## src/rtl/audio_sample_feeder.sv

```systemverilog
// Captures the 7-bit waveform at the codec rate and streams signed 32-bit samples to the DAC path.
// Latency: pop-to-write 1 clock, capture-to-write 2 clocks minimum.
// Backpressure: write held until audio_out_allowed; FIFO absorbs stalls, new samples dropped (sticky overflow) when full.
module sample_fifo #(
  parameter int WIDTH = 32,
  parameter int DEPTH = 8
) (
  input  logic                     clock,
  input  logic                     reset,
  input  logic                     push_vld,
  output logic                     push_rdy,
  input  logic [WIDTH-1:0]         push_dat,
  output logic                     pop_vld,
  input  logic                     pop_rdy,
  output logic [WIDTH-1:0]         pop_dat,
  output logic [$clog2(DEPTH):0]   count
);
  // Generic FIFO: push accepted when not full or when a pop happens in the same cycle.
  // Latency: 1 clock push-to-visible at head.
  // Backpressure: push_rdy low only when full and not popping.
  localparam int AW = $clog2(DEPTH);

  logic [WIDTH-1:0] mem [DEPTH];
  logic [AW-1:0]    wr_ptr;
  logic [AW-1:0]    rd_ptr;
  logic             push_en;
  logic             pop_en;

  assign pop_vld  = (count != '0);
  assign pop_en   = pop_vld && pop_rdy;
  assign push_rdy = (count != (AW+1)'(DEPTH)) || pop_en;
  assign push_en  = push_vld && push_rdy;
  assign pop_dat  = mem[rd_ptr];

  always_ff @(posedge clock) begin
    if (push_en) begin
      mem[wr_ptr] <= push_dat;
    end
  end

  always_ff @(posedge clock) begin
    if (reset) begin
      wr_ptr <= '0;
      rd_ptr <= '0;
      count  <= '0;
    end else begin
      if (push_en) wr_ptr <= wr_ptr + AW'(1);
      if (pop_en)  rd_ptr <= rd_ptr + AW'(1);
      case ({push_en, pop_en})
        2'b10:   count <= count + (AW+1)'(1);
        2'b01:   count <= count - (AW+1)'(1);
        default: count <= count;
      endcase
    end
  end
endmodule

module audio_sample_feeder #(
  parameter int SAMPLE_DIV = 1042,
  parameter int FIFO_DEPTH = 8,
  parameter int GAIN_SHIFT = 24
) (
  input  logic                         clock,
  input  logic                         reset,
  input  logic [6:0]                   wave,
  input  logic                         mute,
  input  logic                         audio_out_allowed,
  output logic [31:0]                  left_channel_audio_out,
  output logic [31:0]                  right_channel_audio_out,
  output logic                         write_audio_out,
  output logic                         sample_tick,
  output logic [$clog2(FIFO_DEPTH):0]  fifo_count,
  output logic                         overflow
);
  // Sample capture, signed conversion, buffering and DAC write handshake.
  // Latency: capture-to-write 2 clocks minimum, one accepted write per sample.
  // Backpressure: audio_out_allowed low stalls writes; samples dropped with sticky overflow once FIFO full.
  localparam int DW = (SAMPLE_DIV > 1) ? $clog2(SAMPLE_DIV) : 1;

  typedef enum logic {IDLE, WRITE} state_t;

  state_t           state_q;
  state_t           state_d;
  logic [DW-1:0]    div_cnt;
  logic             tick_now;
  logic [7:0]       s8;
  logic [31:0]      ext32;
  logic [31:0]      sample_dat;
  logic             push_rdy;
  logic             pop_vld;
  logic             pop_rdy;
  logic [31:0]      pop_dat;
  logic             load_out;
  logic [31:0]      out_dat;

  assign tick_now = (div_cnt == DW'(SAMPLE_DIV - 1));

  always_ff @(posedge clock) begin
    if (reset) begin
      div_cnt     <= '0;
      sample_tick <= 1'b0;
    end else begin
      sample_tick <= tick_now;
      div_cnt     <= tick_now ? '0 : div_cnt + DW'(1);
    end
  end

  // 64 is mid-scale silence; re-centre to -64..+63 before scaling.
  assign s8         = {1'b0, wave} - 8'd64;
  assign ext32      = {{24{s8[7]}}, s8};
  assign sample_dat = mute ? 32'h0 : (ext32 << GAIN_SHIFT);

  sample_fifo #(
    .WIDTH (32),
    .DEPTH (FIFO_DEPTH)
  ) u_fifo (
    .clock    (clock),
    .reset    (reset),
    .push_vld (tick_now),
    .push_rdy (push_rdy),
    .push_dat (sample_dat),
    .pop_vld  (pop_vld),
    .pop_rdy  (pop_rdy),
    .pop_dat  (pop_dat),
    .count    (fifo_count)
  );

  always_comb begin
    state_d  = state_q;
    pop_rdy  = 1'b0;
    load_out = 1'b0;
    case (state_q)
      IDLE: begin
        pop_rdy = 1'b1;
        if (pop_vld) begin
          load_out = 1'b1;
          state_d  = WRITE;
        end
      end
      WRITE: begin
        if (audio_out_allowed) state_d = IDLE;
      end
      default: state_d = IDLE;
    endcase
  end

  always_ff @(posedge clock) begin
    if (reset) begin
      state_q  <= IDLE;
      out_dat  <= 32'h0;
      overflow <= 1'b0;
    end else begin
      state_q <= state_d;
      if (load_out) out_dat <= pop_dat;
      if (tick_now && !push_rdy) overflow <= 1'b1;
    end
  end

  assign write_audio_out         = (state_q == WRITE);
  assign left_channel_audio_out  = out_dat;
  assign right_channel_audio_out = out_dat;
endmodule

```

## config.mk

```make
export PLATFORM = sky130hd
export DESIGN_NAME = audio_sample_feeder
export DESIGN_NICKNAME = d
export VERILOG_FILES = /design/src/rtl/audio_sample_feeder.sv
export SDC_FILE = /design/constraint.sdc
export NUM_CORES = 1
export LEC_CHECK = 0
export CAP_MARGIN = 20
export CORE_ASPECT_RATIO = 1.1
export CORE_UTILIZATION = 51
export DETAILED_ROUTE_END_ITERATION = 16
export GPL_TIMING_DRIVEN = 1
export PLACE_DENSITY_LB_ADDON = 0.12
export SYNTH_ARGS = -nofsm -noshare
export SYNTH_HDL_FRONTEND = slang
export SYNTH_SLANG_ARGS = --single-unit
export TNS_END_PERCENT = 30
```

## constraint.sdc

```tcl
create_clock -name clock -period 3.1 [get_ports clock]
set_clock_uncertainty 0.05 [all_clocks]
set_input_delay 0.465 -clock clock [delete_from_list [all_inputs] [get_ports clock]]
set_output_delay 0.465 -clock clock [all_outputs]
set_load 0.03 [all_outputs]
```

=== Yosys cells after proc, flatten, opt, wreduce, memory -nomap -nowiden ===
Memory sizes are Yosys's and may differ from the RTL's. A register that Yosys moved wholly into a read port is not among the register bits.
Cells that the tools add are included.

* Register bits: 24
* RAM bits: 256
* Input port bits: 11
* Output and inout bits: 71
* Word-level logic and storage cells: 36
* Memories kept: 1

{| class="wikitable"
|+ Memories
! memory !! words !! width !! rd ports !! clocked after memory_dff !! write ports !! RTL line !! text
|-
| u_fifo.mem || 8 || 32 || 1 || 1 || 1 || 23 || <nowiki>logic [WIDTH-1:0] mem [DEPTH];</nowiki>
|}

* $add $sub $neg: 6
* Equal/unequal tests: 4
* Muxes and demuxes: 9
* Bitwise logic cells: 1
* Reductions and logical operators: 8

{| class="wikitable"
|+ Operator list
! operator !! number
|-
| two-way mux 32 bit || 1
|-
| adder 11 x 1 -> 11 bit (second input constant) || 1
|-
| == test 11 bit (second input constant) || 1
|-
| one-hot mux 4 bit (2 select lines) || 1
|-
| subtractor 7 x 7 -> 8 bit (second input constant) || 1
|-
| adder 3 x 1 -> 3 bit (second input constant) || 2
|-
| two-way mux 1 bit || 6
|-
| adder 4 x 1 -> 4 bit (second input constant) || 1
|-
| inequality test 4 bit (second input constant) || 1
|-
| nonzero test 4 bit || 1
|-
| subtractor 4 x 1 -> 4 bit (second input constant) || 1
|-
| logical AND 1 bit || 3
|-
| == test 2 x 1 -> 1 bit (second input constant) || 1
|-
| == test 2 bit (second input constant) || 1
|-
| one-hot mux 1 bit (2 select lines) || 1
|-
| nonzero test 2 bit || 1
|-
| OR reduction 2 bit || 1
|-
| logical NOT 1 bit || 1
|-
| logical OR 1 bit || 1
|-
| NOT 1 bit || 1
|}

=== Logic depth before layout (Yosys ltp) ===
Gate-level depths: netlist of the first run.

* Word-level depth: 6
* Mapped depth: 12
* Gate-level depth less buffers: 12

=== By module ===
Synthesis of the first run repeated with hierarchy kept, for this count alone.

* Cells, all modules: 704
* Area total of the unflattened synthesis: 12495.7 um^2

{| class="wikitable"
|+ By module, submodules not included
! module !! instances !! cells each !! area an instance (um^2) !! seq. area each (um^2)
|-
| sample_fifo || 1 || 456 || 10507.6 || 7947.6
|-
| audio_sample_feeder || 1 || 248 || 1988.2 || 920.9
|}

=== Worst setup path before layout of the first run ===
No wires, ideal clock.

* Path kind: flip-flop to flip-flop
* Start: reg u_fifo.count[1]
* End: reg u_fifo.count[3]
* Setup time: 0.121 ns
* Arrival time: 2.616 ns
* Data required time: 2.929 ns
* Slack: 0.313 ns
* Stages on the path, launching flop included: 11
* Buffers on the path: 3
* Clock period less this slack: 2.787 ns
* Cell sequence: dfxtp_1 buf_6 or4_4 and2_4 buf_6 ha_1 clkbuf_1 nor4b_1 o21ai_0 o31ai_1 mux2_2

* Cells in the longest elaborated chain, start to end: 6
* Elaborated cells between the ends (all ways): 11
* Classes of those cells: 2 x add/sub; 3 x eq/ne; 1 x mux; 5 x reduce/logical

{| class="wikitable"
|+ Ends and longest elaborated chain
! element !! RTL line !! text
|-
| start: declaration || 16 || <nowiki>output logic [$clog2(DEPTH):0] count</nowiki>
|-
| start signal: assignment || 50 || <nowiki>2'b10: count <= count + (AW+1)'(1);</nowiki>
|-
| start signal: assignment || 51 || <nowiki>2'b01: count <= count - (AW+1)'(1);</nowiki>
|-
| start signal: assignment || 52 || <nowiki>default: count <= count;</nowiki>
|-
| nonzero test 4 bit || 29 || <nowiki>assign pop_vld = (count != '0);</nowiki>
|-
| logical AND 1 bit || 30 || <nowiki>assign pop_en = pop_vld && pop_rdy;</nowiki>
|-
| logical OR 1 bit || 31 || <nowiki>assign push_rdy = (count != (AW+1)'(DEPTH)) || pop_en;</nowiki>
|-
| logical AND 1 bit || 32 || <nowiki>assign push_en = push_vld && push_rdy;</nowiki>
|-
| == test 2 x 1 -> 1 bit or == test 2 bit (tied branches) || 49 || <nowiki>case ({push_en, pop_en})</nowiki>
|-
| one-hot mux 4 bit (2 select lines) or nonzero test 2 bit (tied branches) || - ||
|}

Several ways; a longest one is shown, not always the timed one.
A chain may end at the register's enable or synchronous reset.

=== Final worst setup path of the first run ===
* Start: reg u_fifo.count[0]
* End: reg u_fifo.count[3]

The elaborated chain is that of the path after synthesis.

==> impl_metrics.py, run 1 <==
metrics = {
    "critical_path": {
        "timing.rr.end": "u_fifo.count[3]",
        "crit_path_end_kind": "flop",
        "critPathMaxFanout": 12,
        "path_cells": "or4_4 -> and2_4 -> ha_1 -> nor4b_1 -> o21ai_0 -> o31ai_1 -> mux2_2",
        "critPathMaxStageDelay_ns": 0.58,
        "endpoint": "u_fifo.count[3]",
        "cp-startpoint": "u_fifo.count[0]",
        "criticalPathCategory": "flop to flop",
        "required_ns": 3.29,
        "reg2reg_from": "u_fifo.count[0]",
        "rrSetupSlack_ns": 0.47,
        "arrival_ns": 2.82,
        "slowest_stage": "or4_4",
        "cp-start-kind": "flop",
        "r2r_cells": 7,
    },
    "drt": {
        "drt_iter0_markers": 107,
        "wl_per_cell_microns": 14.1,
        "drc": 0,
        "viasPerCell": 4.85,
        "ant_nets": 0,
        "dr.pass1.iters": 5,
        "drt-total-wl_microns": 6360,
        "vias": 2186,
    },
    "synthesis": {
        "avgSynthCellArea_sq_um": 13.1,
        "ys_types": 41,
        "postSynthCellCount": 306,
        "netlist_area_sq_um": 4000,
        "yosysMostFrequentCell": "buf_4",
        "yosysSeqAreaShare_pct": 57.6,
        "ys.flop_type": "edfxtp_1",
        "yosys.area.top_type": "edfxtp_1",
        "ys_ff_latch": 87,
        "synthTopCellsByCount": "buf_4, edfxtp_1, dfxtp_1, nor2_1, mux4_2",
        "synth_area_leaders": "edfxtp_1, dfxtp_1, buf_4",
        "yosys_warnings": 0,
        "postSynth.asyncResetShare_pct": 0,
        "synth_top_area_share_pct": 42.1,
        "synth_edf_count": 56,
    },
    "clock_network": {
        "cts_resized": 0,
        "cts_made_buffers": 9,
        "cts_buffer_depth": 2,
        "htreeDepth": 3,
        "clockRootBuffer": "clkbuf_8",
        "numClockSinks": 87,
        "cts_tree": "done",
        "cts_hold_buf": 0,
        "post_cts_buffers": 0,
        "clkTransAtPathRegs_ns": 0.09,
        "clk_latency_ns": 0.34,
    },
    "power": {
        "powerDensity_nw_per_um2": 770,
        "ir_drop_mv": 0.328,
        "p_leak_nw": 1.57,
        "power.total_mw": 3.39,
    },
    "hold_path": {
        "hp-class": "flop to flop",
    },
    "timing": {
        "drv_slew": 0,
        "rsz0062_at_grt": "false",
        "timing.fmax_mhz": 380,
        "setup_viol": 0,
        "worst_pin_slew_ns": 0.743,
        "min_period_over_period_pct": 84.9,
        "setup_tns_ns": 0,
        "slew_headroom_pct": 50.4,
        "hold_viol_final": 0,
        "fin_crit_ns": 2.63,
    },
    "job": {
        "drv_cap": 0,
    },
    "placement": {
        "dp.cells": 435,
        "port_buffers": 33,
        "gp_congestion": 0.715,
        "dp_hpwl_microns": 4300,
    },
    "global_route": {
        "first_global_vias": 1958,
        "grt_pass1_wl_microns": 10100,
        "grt_usage_pct": 17.1,
        "overflow": 0,
        "antenna_found_initial": 0,
        "grt_max_degree": 17,
    },
    "die": {
        "core_area_sq_um": 7510,
        "die_h_microns": 94.8,
        "die_w_microns": 86.4,
        "io_pins": 82,
        "initial_utilization_pct": 53.2,
        "die_area_sq_um": 8190,
        "num_rows": 33,
    },
    "layout": {
        "fillCellCount": 625,
        "drive_gt1_share_pct": 13.9,
        "finalNonFillerCells": 451,
        "final_net_count": 359,
        "syn_to_final_growth_pct": 10.1,
        "postLayoutCoreUtil_pct": 58.5,
        "diodes": 0,
    },
    "status": {
        "outcome": "complete, no violations",
    },
}
## through the flow
step                      cell area, sq um  worst slack, ns  hold slack [ns]
after floorplan                       4170            0.313            0.391
final                                 4400            0.469            0.427
after CTS                             4400            0.476            0.434
after global routing                  4400            0.174            0.451
after global placement                4230            0.541            0.414
after detailed placement              4230            0.493            0.419
## worst max-delay path: cells and delay by family (launching register included)
kind,cells,cell delay (ns)
compound gates,2,0.19
mux,1,0.36
fa+ha+maj,1,0.41
simple gates,3,1.14
flops,1,0.39
## power by group
part	switching [mW]	internal, mW
Sequential	0.101	1.31
Combinational	0.724	0.561
Clock	0.399	0.291
Total	1.22	2.16
## layout make-up
type                       count  area (sq um)  share of cell area, %
inverter                       5          18.8                  0.427
multi-input combinational    195          1370                   31.1
clock inverter                 7          47.5                   1.08
clock buffer                   9           124                   2.82
timing repair buffer          43           405                   9.22
tap                          105           131                   2.99
sequential                    87          2300                   52.4
## placed cells by master (no fill, tap or decap), drive strengths merged, types with 4 or more instances in the layout
cell | Yosys | routed
clkbuf | 4 | 9
ha | 7 | 7
o21ai | 5 | 5
nor2 | 31 | 31
mux4 | 14 | 14
dfxtp | 31 | 31
a21oi | 7 | 7
nand2 | 5 | 5
inv | 5 | 6
nor2b | 8 | 8
buf | 62 | 10
edfxtp | 56 | 56
o22ai | 7 | 7
conb | 1 | 48
clkinv | 0 | 4
xnor2 | 4 | 4
clkdlybuf4s50 | 0 | 33
nor3 | 12 | 12
nand3 | 9 | 9
xor2 | 9 | 9
## routing by layer
layer	up-vias	routed length, microns	part of all wire, %	global-route usage (%)
met3	5	320	5.0	4.20
li1	1066	-	-	-
met4	0	57	0.90	6.25
met1	1036	2930	46	22.0
met2	79	3050	48	28.0
met5	-	0	0	0
## logic make-up (layout without fill, tap and decap cells)
| logic type | Yosys count | after routing | synth area share, % |
|---|---|---|---|
| AND/OR/NAND/NOR | 88 | 88 | 12.7 |
| flip-flops | 87 | 87 | 57.6 |
| buffers and inverters | 71 | 64 | 12.6 |
| AO/OA/AOI/OAI | 22 | 22 | 3.16 |
| multiplexers | 17 | 17 | 8.68 |
| XOR/XNOR | 13 | 13 | 3.04 |
| adder cells (fa/ha/maj) | 7 | 7 | 2.19 |
| other | 1 | 48 | 0.0939 |
## how the worst min path moves through the flow
| stage | startpoint | cells after the start | end |
|---|---|---|---|
| after floorplan | div_cnt[0] | 1 | div_cnt[0] |
| after global routing | div_cnt[10] | 1 | div_cnt[10] |
| after detailed placement | div_cnt[10] | 1 | div_cnt[10] |
| after global placement | div_cnt[0] | 1 | div_cnt[0] |
| after CTS | div_cnt[10] | 1 | div_cnt[10] |
| final | div_cnt[10] | 1 | div_cnt[10] |
## state kept, by name, summed over array words and instances (netlist names)
signal,count
u_fifo.mem,56
div_cnt,11
left_channel_audio_out,7
u_fifo.count,4
u_fifo.rd_ptr,3
u_fifo.wr_ptr,3
overflow,1
sample_tick,1
write_audio_out,1
Power figures use the tool's default switching activity.
==> run 2: changes to the inputs <==
--- a/config.mk
+++ b/config.mk
@@ -7,7 +7,7 @@
 export LEC_CHECK = 0
 export CAP_MARGIN = 20
 export CORE_ASPECT_RATIO = 1.1
-export CORE_UTILIZATION = 51
+export CORE_UTILIZATION = 46
 export DETAILED_ROUTE_END_ITERATION = 16
 export GPL_TIMING_DRIVEN = 1
 export PLACE_DENSITY_LB_ADDON = 0.12
==> constraint.sdc (replaced) <==
create_clock -name clock -period 2.3 [get_ports clock]
set_clock_uncertainty 0.05 [all_clocks]
set_input_delay 0.345 -clock clock [delete_from_list [all_inputs] [get_ports clock]]
set_output_delay 0.345 -clock clock [all_outputs]
set_load 0.03 [all_outputs]
==> run 2 against run 1 <==
  * Non-clock buffer count grew 27
  * Clock power grew 40%
  * Maximum frequency grew 16%
  * Sequential cell count is the same
  * Core utilization shrank 2.7 points
  * Combinational power grew 67%
  * Wire length grew 5.5%
  * Critical endpoint unchanged
  * Largest cell class unchanged
  * Largest power group is now combinational cells
  * Highest routed layer unchanged
==> impl_metrics.py, run 2 (same netlist as run 1, synthesis figures left out) <==
metrics = {
    "drt": {
        "wl_per_cell_microns": 13.9,
        "drt-total-wl_microns": 6710,
        "viasPerCell": 4.80,
        "dr.pass1.iters": 4,
        "vias": 2325,
        "drt_iter0_markers": 122,
        "drc": 0,
        "ant_nets": 0,
    },
    "clock_network": {
        "cts_tree": "done",
        "clkTransAtPathRegs_ns": 0.09,
        "numClockSinks": 87,
        "clockRootBuffer": "clkbuf_8",
        "htreeDepth": 3,
        "cts_buffer_depth": 2,
        "cts_made_buffers": 9,
        "cts_hold_buf": 0,
        "clk_latency_ns": 0.35,
    },
    "global_route": {
        "grt_max_degree": 17,
        "antenna_found_initial": 0,
        "grt_pass1_wl_microns": 11000,
        "grt_usage_pct": 16.2,
        "first_global_vias": 2173,
        "overflow": 0,
    },
    "layout": {
        "diodes": 0,
        "seq_area_sq_um": 2310,
        "fillCellCount": 708,
        "drive_gt1_share_pct": 23.1,
        "largest_register_ffs": 56,
        "final_net_count": 386,
        "syn_to_final_growth_pct": 17.5,
        "multi_input_area_sq_um": 1440,
        "final_cell_mix": "edfxtp_1, conb_1, buf_4, clkdlybuf4s50_1, nor2_1",
        "final_common_cell": "edfxtp_1",
        "top_register": "u_fifo.mem",
    },
    "critical_path": {
        "timing.rr.end": "u_fifo.count[3]",
        "slowest_stage": "or4_4",
        "critPathMaxStageDelay_ns": 0.53,
        "reg2reg_from": "u_fifo.count[1]",
        "path_cells": "or4_4 -> and2_4 -> ha_4 -> nor4bb_4 -> o21ai_1 -> o31ai_1 -> mux2_2",
        "crit_path_end_kind": "flop",
        "required_ns": 2.49,
        "r2r_cells": 7,
        "criticalPathCategory": "flop to flop",
        "cp-start-kind": "flop",
        "arrival_ns": 2.46,
        "rrSetupSlack_ns": 0.03,
        "critPathMaxFanout": 6,
    },
    "timing": {
        "drv_slew": 0,
        "timing.fmax_mhz": 441,
        "min_period_over_period_pct": 98.7,
        "worst_pin_slew_ns": 0.552,
        "fin_crit_ns": 2.27,
        "slew_headroom_pct": 63.1,
        "layout_setup_ws_ns": 0.0306,
        "rsz0062_at_grt": "true",
        "hold_viol_final": 0,
        "setup_tns_ns": 0,
        "setup_viol": 0,
    },
    "die": {
        "initial_utilization_pct": 47.5,
        "die_w_microns": 90.9,
        "io_pins": 82,
        "core_area_sq_um": 8410,
        "num_rows": 35,
        "die_area_sq_um": 9060,
        "die_h_microns": 99.7,
    },
    "placement": {
        "dp_hpwl_microns": 4550,
        "gp_congestion": 0.736,
        "post-place-ws_ns": -0.0186,
        "port_buffers": 33,
    },
    "hold_path": {
        "min_from": "div_cnt[10]",
        "whs_path_depth": 1,
        "hp-class": "flop to flop",
        "min_to": "div_cnt[10]",
    },
    "power": {
        "p_leak_nw": 1.72,
        "ir_drop_mv": 0.378,
        "powerDensity_nw_per_um2": 1060,
    },
    "job": {
        "drv_cap": 0,
    },
    "status": {
        "outcome": "complete, no violations",
    },
}
==> run 2: changes by cell type in the layout (fill, tap and decap cells not counted), sizes merged <==
| cell | change |
|---|---|
| buf | +27 |
| clkbuf | +1 |
| clkinv | -2 |
| inv | +1 |
==> run 2: through the flow <==
stage | instances | hold WS, ns | power [mW] | cell area, sq um | utilization [%]
after global placement | 465 | 0.409 | 3.88 | 4440 | 52.9
after detailed placement | 465 | 0.417 | 3.91 | 4440 | 52.9
after floorplan | 353 | 0.391 | 3.50 | 4220 | -
final | 484 | 0.429 | 4.98 | 4690 | 55.8
after CTS | 481 | 0.437 | 4.90 | 4640 | 55.1
after global routing | 484 | 0.461 | 5.25 | 4690 | 55.8
==> run 2: final cells by class <==
type                    instances  share of cell area [%]
clock buffers                  10                    2.72
inverters                       5                   0.400
well taps                     111                    2.96
clock inverters                 6                    1.12
multi-input cells             195                    30.7
flip-flops and latches         87                    49.2
repair buffers                 70                    13.0
==> run 2: worst max-delay path, delay by kind of cell (launching register included) <==
family                   cells  cell delay, ns
AND/OR/NAND/NOR              3            0.97
multiplexers                 1            0.36
adder cells (fa/ha/maj)      1            0.28
flip-flops                   1            0.35
AO/OA/AOI/OAI                2            0.16
==> run 2: how the worst max path moves through the flow <==
stage                          startpoint               to
after global routing      u_fifo.count[1]  u_fifo.count[3]
after floorplan           u_fifo.count[1]  u_fifo.count[3]
after global placement         div_cnt[1]  u_fifo.count[2]
after CTS                      div_cnt[9]  u_fifo.count[3]
after detailed placement       div_cnt[1]  u_fifo.count[2]
final                     u_fifo.count[1]  u_fifo.count[3]
==> run 2: report_power, final <==
| group | leakage (nW) | internal, mW | switching [mW] | total (mW) |
|---|---|---|---|---|
| clock | 0.0850 | 0.408 | 0.561 | 0.969 |
| combinational | 0.871 | 1.01 | 1.15 | 2.16 |
| sequential | 0.766 | 1.77 | 0.0725 | 1.84 |
==> run 2: per-layer routing <==
layer  GRT usage [%]  part of all wire (%)  wire length, microns  vias to the layer above
met5               0                     0                     0                        -
met4            9.04                   2.1                   138                        0
li1                -                     -                     -                     1125
met1            21.1                    45                  3050                     1109
met3            2.37                   3.8                   257                        8
met2            26.3                    49                  3260                       83
==> run 2: repair_timing <==
action	CTS	global route
hold endpoints to repair	0	0
setup endpoints to repair	2	2
pin swaps	0	7
buffers inserted	0	3
gates resized for setup	2	8
